### src/rtl/touch_pulse_gen.sv
// Touch front-end: synchronizes and debounces a raw sensor level and emits one scoring pulse
// per qualified press, followed by a lockout window. Optional auto-repeat: TOUCH_AUTOREPEAT_EN.
module touch_pulse_gen #(
  parameter int unsigned DEB_CYCLES     = 1000000,
  parameter int unsigned LOCKOUT_CYCLES = 10000000,
  parameter int unsigned REPEAT_CYCLES  = 50000000,
  parameter int unsigned CNT_W          = 26
) (
  input  logic clk,
  input  logic rst_n,
  input  logic enable,
  input  logic sensor_in,
  output logic touch,
  output logic pressed,
  output logic busy
);

  localparam logic [CNT_W-1:0] DebLast  = CNT_W'(DEB_CYCLES - 1);
  localparam logic [CNT_W-1:0] LockLoad = CNT_W'(LOCKOUT_CYCLES);

  typedef enum logic [1:0] {StIdle, StArm, StHeld, StRel} state_e;

  state_e           state_q, state_d;
  logic             s1_q, s0_q;
  logic [CNT_W-1:0] deb_q, deb_d;
  logic [CNT_W-1:0] lock_q, lock_d;
  logic             touch_q, touch_d;
  logic             pressed_q, pressed_d;
  logic             busy_q, busy_d;
  logic             fire;
  logic             rep_fire;

  // Two-flop synchronizer; only s0_q is used past this point.
  always_ff @(posedge clk or negedge rst_n) begin
    if (!rst_n) begin
      s1_q <= 1'b0;
      s0_q <= 1'b0;
    end else begin
      s1_q <= sensor_in;
      s0_q <= s1_q;
    end
  end

  // Debounce FSM; the counter is cleared on every state change so it never wraps.
  always_comb begin
    state_d = state_q;
    deb_d   = deb_q;
    fire    = 1'b0;
    unique case (state_q)
      StIdle: begin
        if (s0_q) begin
          state_d = StArm;
          deb_d   = '0;
        end
      end
      StArm: begin
        if (!s0_q) begin
          state_d = StIdle;
          deb_d   = '0;
        end else if (deb_q == DebLast) begin
          state_d = StHeld;
          deb_d   = '0;
          fire    = 1'b1;
        end else begin
          deb_d = deb_q + CNT_W'(1);
        end
      end
      StHeld: begin
        if (!s0_q) begin
          state_d = StRel;
          deb_d   = '0;
        end
      end
      StRel: begin
        if (s0_q) begin
          state_d = StHeld;
          deb_d   = '0;
        end else if (deb_q == DebLast) begin
          state_d = StIdle;
          deb_d   = '0;
        end else begin
          deb_d = deb_q + CNT_W'(1);
        end
      end
    endcase
  end

`ifdef TOUCH_AUTOREPEAT_EN
  localparam logic [CNT_W-1:0] RepLast = CNT_W'(REPEAT_CYCLES - 1);

  logic [CNT_W-1:0] rep_q, rep_d;

  // Counts cycles spent in HELD; a repeat request clears it whether or not it is emitted.
  always_comb begin
    rep_d    = '0;
    rep_fire = 1'b0;
    if (state_q == StHeld && state_d == StHeld) begin
      if (rep_q == RepLast) begin
        rep_fire = 1'b1;
      end else begin
        rep_d = rep_q + CNT_W'(1);
      end
    end
  end

  always_ff @(posedge clk or negedge rst_n) begin
    if (!rst_n) begin
      rep_q <= '0;
    end else begin
      rep_q <= rep_d;
    end
  end
`else
  // Repeat period only matters when auto-repeat is built in.
  logic unused_repeat;
  assign unused_repeat = ^REPEAT_CYCLES;
  assign rep_fire      = 1'b0;
`endif

  // Gated requests are dropped, never queued.
  assign touch_d   = (fire | rep_fire) & enable & (lock_q == '0);
  assign pressed_d = (state_d == StHeld) || (state_d == StRel);
  assign busy_d    = (lock_q != '0);

  always_comb begin
    lock_d = lock_q;
    if (touch_d) begin
      lock_d = LockLoad;
    end else if (lock_q != '0) begin
      lock_d = lock_q - CNT_W'(1);
    end
  end

  always_ff @(posedge clk or negedge rst_n) begin
    if (!rst_n) begin
      state_q   <= StIdle;
      deb_q     <= '0;
      lock_q    <= '0;
      touch_q   <= 1'b0;
      pressed_q <= 1'b0;
      busy_q    <= 1'b0;
    end else begin
      state_q   <= state_d;
      deb_q     <= deb_d;
      lock_q    <= lock_d;
      touch_q   <= touch_d;
      pressed_q <= pressed_d;
      busy_q    <= busy_d;
    end
  end

  assign touch   = touch_q;
  assign pressed = pressed_q;
  assign busy    = busy_q;

endmodule
### config.mk
export PLATFORM = sky130hd
export DESIGN_NAME = touch_pulse_gen
export DESIGN_NICKNAME = d
export VERILOG_FILES = /design/src/rtl/touch_pulse_gen.sv
export SDC_FILE = /design/constraint.sdc
export NUM_CORES = 1
export LEC_CHECK = 0
export ABC_AREA = 0
export CORE_MARGIN = 2
export CORE_UTILIZATION = 40
export CTS_BUF_LIST = sky130_fd_sc_hd__clkbuf_4
export CTS_CLUSTER_DIAMETER = 40
export DETAILED_ROUTE_END_ITERATION = 8
export RECOVER_POWER = 25
export SYNTH_ARGS = -nofsm -noshare
export SYNTH_HDL_FRONTEND = slang
export SYNTH_SLANG_ARGS = --single-unit
export TNS_END_PERCENT = 5
### constraint.sdc
create_clock -name clk -period 5.3 [get_ports clk]
set_input_delay 1.06 -clock clk [delete_from_list [all_inputs] [get_ports clk]]
set_output_delay 1.06 -clock clk [all_outputs]
set_load 0.02 [all_outputs]
==> impl_metrics.py, run 1 <==
metrics = {
    "critical_path": {
        "cp.arrival_ns": 2.90,
        "cp_max_fo": 7,
        "critical-path-slowest-cell": "or4_1",
        "cp_num_buf_inv": 0,
        "path_common_cell": "or4_1",
        "reg2reg_from": "lock_q[4]",
        "critPathLaunchType": "flop",
        "crit_start": "lock_q[4]",
        "path_delay_family": "simple AND/OR/NAND/NOR gates",
        "path_cells": "or4_1, or4_1, nor2_1, and3_1, mux2i_1",
        "end_kind": "flop",
        "required_ns": 5.63,
        "r2r_end": "lock_q[20]",
        "r2r_cells": 5,
        "critPathKind": "flop to flop",
        "max_stage_delay_ns": 0.76,
        "reg2reg_slack_ns": 2.73,
    },
    "power_and_ir_drop": {
        "p_sw_uw": 202,
        "ir_drop_mv": 0.119,
        "power_switching_share_pct": 24.9,
        "p_int_uw": 608,
        "leakagePower_nw": 1.37,
        "seqPwrFrac_pct": 56.1,
        "combPwrFrac_pct": 3.5,
        "p_clk_share_pct": 40.3,
        "p_per_area_mw_per_mm2": 243,
    },
    "die": {
        "rows": 31,
        "die-area_mm2": 0.00834,
        "dieHeight_um": 91.3,
        "coreArea_mm2": 0.00733,
        "ios": 7,
        "start_util_pct": 41.6,
        "die_x_um": 91.3,
    },
    "drt": {
        "vias": 2400,
        "post_drt_wl_per_cell_um": 14.9,
        "viasPerCell": 5.73,
        "first_pass_iters": 4,
        "final_antenna_net_count": 0,
        "drt_iter0_drc": 94,
        "drc_errors": 0,
        "wl_um": 6230,
    },
    "sta": {
        "fmax_mhz": 390,
        "grt_setup_unrepaired": "no",
        "final-max-slew-violation-count": 0,
        "max_slew_margin_pct": 44.3,
        "worstMarginPinSlew_ns": 0.834,
        "finalCriticalPeriod_ns": 2.57,
        "setup_ws_ns": 2.73,
        "setup-tns-final_ns": 0,
        "finalHoldViolCount": 0,
        "fin_hold_ws_ns": 0.348,
        "fin_crit_sh_pct": 48.4,
        "finClkSkew_ns": 0.0224,
        "setup_viol": 0,
    },
    "finish": {
        "final_common_cell": "dfrtp_1",
        "final_cell_mix": "dfrtp_1 (59), o21ai_0 (19), a31oi_1 (19), nand2_1 (18), a21oi_1 (18)",
        "drive_above_1_share_pct": 8.75,
        "n_fill_cell": 715,
        "diodes": 0,
        "nets": 321,
        "instances_no_fill": 419,
        "area_growth_pct": 9.19,
    },
    "global_route": {
        "grt_max_degree": 60,
        "grt-ovfl-total": 0,
        "grt_pass1_wl_um": 11200,
        "antenna_found_initial": 0,
        "first_global_vias": 2386,
        "grt_use_total_pct": 16.8,
    },
    "placement": {
        "place_ws_ns": 2.78,
        "dp_cells": 403,
        "portBuffers": 6,
        "hpwlAfterDp_um": 4210,
        "gp_congestion": 0.784,
    },
    "logic_synthesis": {
        "synth-async-reset-ratio_pct": 100,
        "synth_cell_type_count": 52,
        "synth_edf_count": 0,
        "synth_cells": 307,
        "syn_area_per_cell_um2": 9.93,
        "yosys_warnings": 0,
        "ys_seq_area_share_pct": 48.4,
        "synth-main-ff-cell": "dfrtp_1",
        "ys_ff_latch": 59,
        "syn_nets": 313,
        "netlist_area_mm2": 0.00305,
    },
    "clock_tree": {
        "clkLatencyLatePin_ns": 0.42,
        "post_cts_buffers": 0,
        "cts.htree.levels": 3,
        "clk_pin_slew_ns": 0.12,
        "hold_buffers": 0,
        "cts.path.max_buffers": 2,
        "cts_inserted_buffers": 9,
        "cts-root-buf": "clkbuf_4",
        "cts_tree": "done",
        "cts_resized": 0,
        "cts.sinks": 59,
    },
    "run_status": {
        "status": "complete, no violations",
    },
    "flow_run": {
        "timing.max_cap.violations": 0,
    },
    "hold_path": {
        "holdCritStartpoint": "s1_q",
        "hold_path_depth": 0,
        "hold_end": "s0_q",
        "hp-class": "flop to flop",
    },
}
routing by layer:
metal  global-route usage, %  share of wire [%]  vias to the layer above
li1                        -                  -                     1194
met1                    21.7                 49                     1158
met2                    26.5                 46                       37
met3                    3.82                3.2                       11
met4                    8.33                2.1                        0
met5                       0                  0                        -
logic make-up after synthesis:
| family | count (synthesis) | share of synthesized area (%) |
|---|---|---|
| AOI/OAI and AO/OA | 78 | 16.6 |
| xor gates and xnor gates | 16 | 4.60 |
| adders and majority gates | 2 | 0.821 |
| buffers and inverters | 23 | 3.41 |
| DFF | 59 | 48.4 |
| muxes | 8 | 2.71 |
| and+or+nand+nor | 121 | 23.5 |
power by group through the flow:
stage                     logic, mW  clock network, mW  registers [mW]
after CTS                    0.0301              0.340           0.455
after detailed placement     0.0301                  0           0.463
after global routing         0.0337              0.358           0.455
final                        0.0287              0.327           0.455
after floorplan              0.0142                  0           0.463
after global placement       0.0298                  0           0.463
sequential cells by signal, indices dropped and copies added, names as in the netlist:
name     cells
deb_q       26
lock_q      26
state_q      2
busy         1
pressed      1
s0_q         1
s1_q         1
touch        1
worst max-delay path by stage:
stage	endpoint	depth (start not counted)
final	lock_q[20]	5
after global routing	lock_q[20]	5
after CTS	lock_q[20]	5
after detailed placement	lock_q[20]	5
after global placement	lock_q[23]	6
after floorplan	lock_q[23]	7
Yosys cell counts, drive strengths merged (2+ instances only):
cell    number  area [µm²]
a21o         2        15.0
a21oi       18        90.1
a22o         3        26.3
a31oi       19         119
a41oi        3        26.3
and3         5        31.3
and4         4        35.0
buf          7        43.8
clkbuf       5        18.8
dfrtp       59        1480
ha           2        25.0
inv         11        41.3
mux2         2        22.5
mux2i        6        60.1
nand2       18        67.6
nand2b       5        31.3
nand3        9        45.0
nand4        9        71.3
nand4b       2        17.5
nor2        16        76.3
nor3        15        75.1
nor4        14        87.6
nor4b        2        17.5
o211ai       2        15.0
o21ai       20         111
o31a         3        26.3
or2          2        12.5
or3          5        31.3
or3b         2        17.5
or4          9        71.3
xnor2        6        52.6
xor2        10        87.6
cell type report:
| class | instances | area, µm² | area share (%) |
|---|---|---|---|
| tap | 99 | 124 | 3.72 |
| clock buffer | 10 | 75.1 | 2.25 |
| timing repair buffer | 9 | 77.6 | 2.33 |
| inverter | 11 | 41.3 | 1.24 |
| clock inverter | 6 | 66.3 | 1.99 |
| sequential | 59 | 1480 | 44.3 |
| multi-input combinational | 225 | 1470 | 44.1 |
metrics by stage:
stage / power [mW] / utilization [%] / cell area, µm²
2_1_floorplan: 0.477 / - / 3050
3_3_place_gp: 0.493 / 43.5 / 3190
3_5_place_dp: 0.494 / 43.5 / 3190
4_1_cts: 0.825 / 45.4 / 3330
5_1_grt: 0.847 / 45.4 / 3330
6_report: 0.810 / 45.4 / 3330
Power figures use the tool's default switching activity.
==> inputs of run 2 (changes only) <==
==> constraint.sdc (replaced) <==
create_clock -name clk -period 2.7 [get_ports clk]
set_input_delay 0.54 -clock clk [delete_from_list [all_inputs] [get_ports clk]]
set_output_delay 0.54 -clock clk [all_outputs]
set_load 0.02 [all_outputs]
==> run 2 against run 1 <==
Against the previous run: sequential share of layout area rose by 0.083 points; total power rose by 80%; core utilization fell by 0.085 points; hold slack improved by 0.025 ns.
==> impl_metrics.py, run 2 (synthesized netlist as in run 1, its figures left out) <==
metrics = {
    "clock_tree": {
        "clk_pin_slew_ns": 0.10,
        "cts_inserted_buffers": 9,
        "cts.htree.levels": 3,
        "cts.sinks": 59,
        "cts.path.max_buffers": 2,
        "post_cts_buffers": 0,
        "cts-root-buf": "clkbuf_4",
        "cts_resized": 0,
        "clkLatencyLatePin_ns": 0.40,
        "cts_tree": "done",
        "hold_buffers": 0,
    },
    "drt": {
        "post_drt_wl_per_cell_um": 15.2,
        "wl_um": 6430,
        "first_pass_iters": 4,
        "drc_errors": 0,
        "viasPerCell": 5.67,
        "vias": 2400,
        "final_antenna_net_count": 0,
        "drt_iter0_drc": 103,
    },
    "finish": {
        "n_fill_cell": 689,
        "area_growth_pct": 8.99,
        "nets": 326,
        "diodes": 0,
        "regArea_mm2": 0.00148,
        "multi_input_area_mm2": 0.00147,
        "drive_above_1_share_pct": 9.26,
        "final_common_cell": "dfrtp_1",
        "final_cell_area_mm2": 0.00332,
        "largestRegisters": "deb_q: 26 flops, lock_q: 26 flops, state_q: 2 flops",
        "final_cell_mix": "dfrtp_1 (59), o21ai_0 (19), a31oi_1 (19), nand2_1 (18), a21oi_1 (18)",
    },
    "sta": {
        "setup_viol": 0,
        "finalHoldViolCount": 0,
        "worstMarginPinSlew_ns": 1.34,
        "fin_crit_sh_pct": 93.6,
        "finClkSkew_ns": 0.0202,
        "finalCriticalPeriod_ns": 2.53,
        "fmax_mhz": 396,
        "max_slew_margin_pct": 10.9,
        "setup-tns-final_ns": 0,
        "grt_setup_unrepaired": "no",
        "final-max-slew-violation-count": 0,
    },
    "hold_path": {
        "hp-class": "flop to flop",
    },
    "critical_path": {
        "path_delay_family": "simple AND/OR/NAND/NOR gates",
        "path_common_cell": "or4_1",
        "cp_max_fo": 7,
        "cp.arrival_ns": 2.85,
        "critPathKind": "flop to flop",
        "path_cells": "or4_1, or4_1, nor2_1, and3_1, mux2i_1",
        "end_kind": "flop",
        "critical-path-slowest-cell": "or4_1",
        "cp_num_buf_inv": 0,
        "max_stage_delay_ns": 0.76,
        "required_ns": 3.02,
        "critPathLaunchType": "flop",
    },
    "placement": {
        "portBuffers": 6,
        "post_dp_cell_area_mm2": 0.00324,
        "gp_congestion": 0.816,
        "hpwlAfterDp_um": 4450,
    },
    "run_status": {
        "status": "complete, no violations",
    },
    "die": {
        "coreArea_mm2": 0.00733,
        "ios": 7,
        "die-area_mm2": 0.00834,
        "rows": 31,
        "start_util_pct": 41.6,
        "die_x_um": 91.3,
        "dieHeight_um": 91.3,
    },
    "power_and_ir_drop": {
        "seqPwrFrac_pct": 61.2,
        "combPwrFrac_pct": 4.1,
        "p_clk_share_pct": 34.7,
        "p_int_mw": 1.08,
        "power_switching_share_pct": 25.9,
        "ir_drop_mv": 0.252,
        "p_sw_uw": 377,
        "p_per_area_mw_per_mm2": 439,
        "leakagePower_nw": 1.37,
    },
    "global_route": {
        "antenna_found_initial": 0,
        "grt-ovfl-total": 0,
        "grt_use_total_pct": 16.7,
        "grt_pass1_wl_um": 11000,
        "grt_max_degree": 36,
        "first_global_vias": 2275,
    },
    "flow_run": {
        "timing.max_cap.violations": 0,
    },
}
-- run 2: cell count changes in the layout (fill, tap and decap cells not counted), sizes merged --
cell,delta
clkinvlp,-1
clkbuf,+1
clkinv,+2
buf,+3
bufinv,-1
-- run 2: final timing paths --
| kind | startpoint | depth (start not counted) | slack (ns) | end |
|---|---|---|---|---|
| min in group asynchronous | rst_n | 1 | 0.41 | lock_q[7] |
| hold / removal | s1_q | 0 | 0.37 | s0_q |
| setup / recovery | lock_q[4] | 5 | 0.17 | lock_q[20] |
| hold reg to reg | s1_q | 0 | 0.37 | s0_q |
| setup reg to reg | lock_q[4] | 5 | 0.17 | lock_q[20] |
| max in group asynchronous | rst_n | 2 | 0.76 | deb_q[13] |
-- run 2: per-stage QoR --
step	utilization (%)	setup slack (ns)	total power, mW	hold WS (ns)	cells
floorplan	-	0.398	0.937	0.244	307
global placement	44.2	0.259	0.973	0.342	408
detailed placement	44.2	0.204	0.974	0.336	408
CTS	45.6	0.173	1.48	0.146	423
global route	45.3	0.0913	1.54	0.377	423
finish	45.3	0.172	1.46	0.374	423
-- run 2: cell type report --
type / instances / share of cell area (%)
inverters: 11 / 1.24
well taps: 99 / 3.73
clock inverters: 6 / 1.02
flip-flops and latches: 59 / 44.4
clock buffers: 9 / 2.03
repair buffers: 14 / 3.35
multi-input cells: 225 / 44.2
-- run 2: worst reg2reg max path, delay by kind of cell, from the launching register on --
kind,cells,cell delay (ns)
muxes,1,0.17
DFF,1,0.44
and+or+nand+nor,4,1.85
-- run 2: layer usage --
layer,global-route usage [%],wire (µm)
met5,0,0
met2,27.0,3070
met3,5.15,260
met1,21.8,3020
met4,4.80,84
-- run 2: power by group through the flow --
stage	sequential, mW	combinational, mW	clock, mW
5_1_grt	0.894	0.0683	0.574
3_5_place_dp	0.910	0.0649	0
2_1_floorplan	0.909	0.0280	0
4_1_cts	0.892	0.0649	0.525
3_3_place_gp	0.910	0.0638	0
6_report	0.892	0.0599	0.505
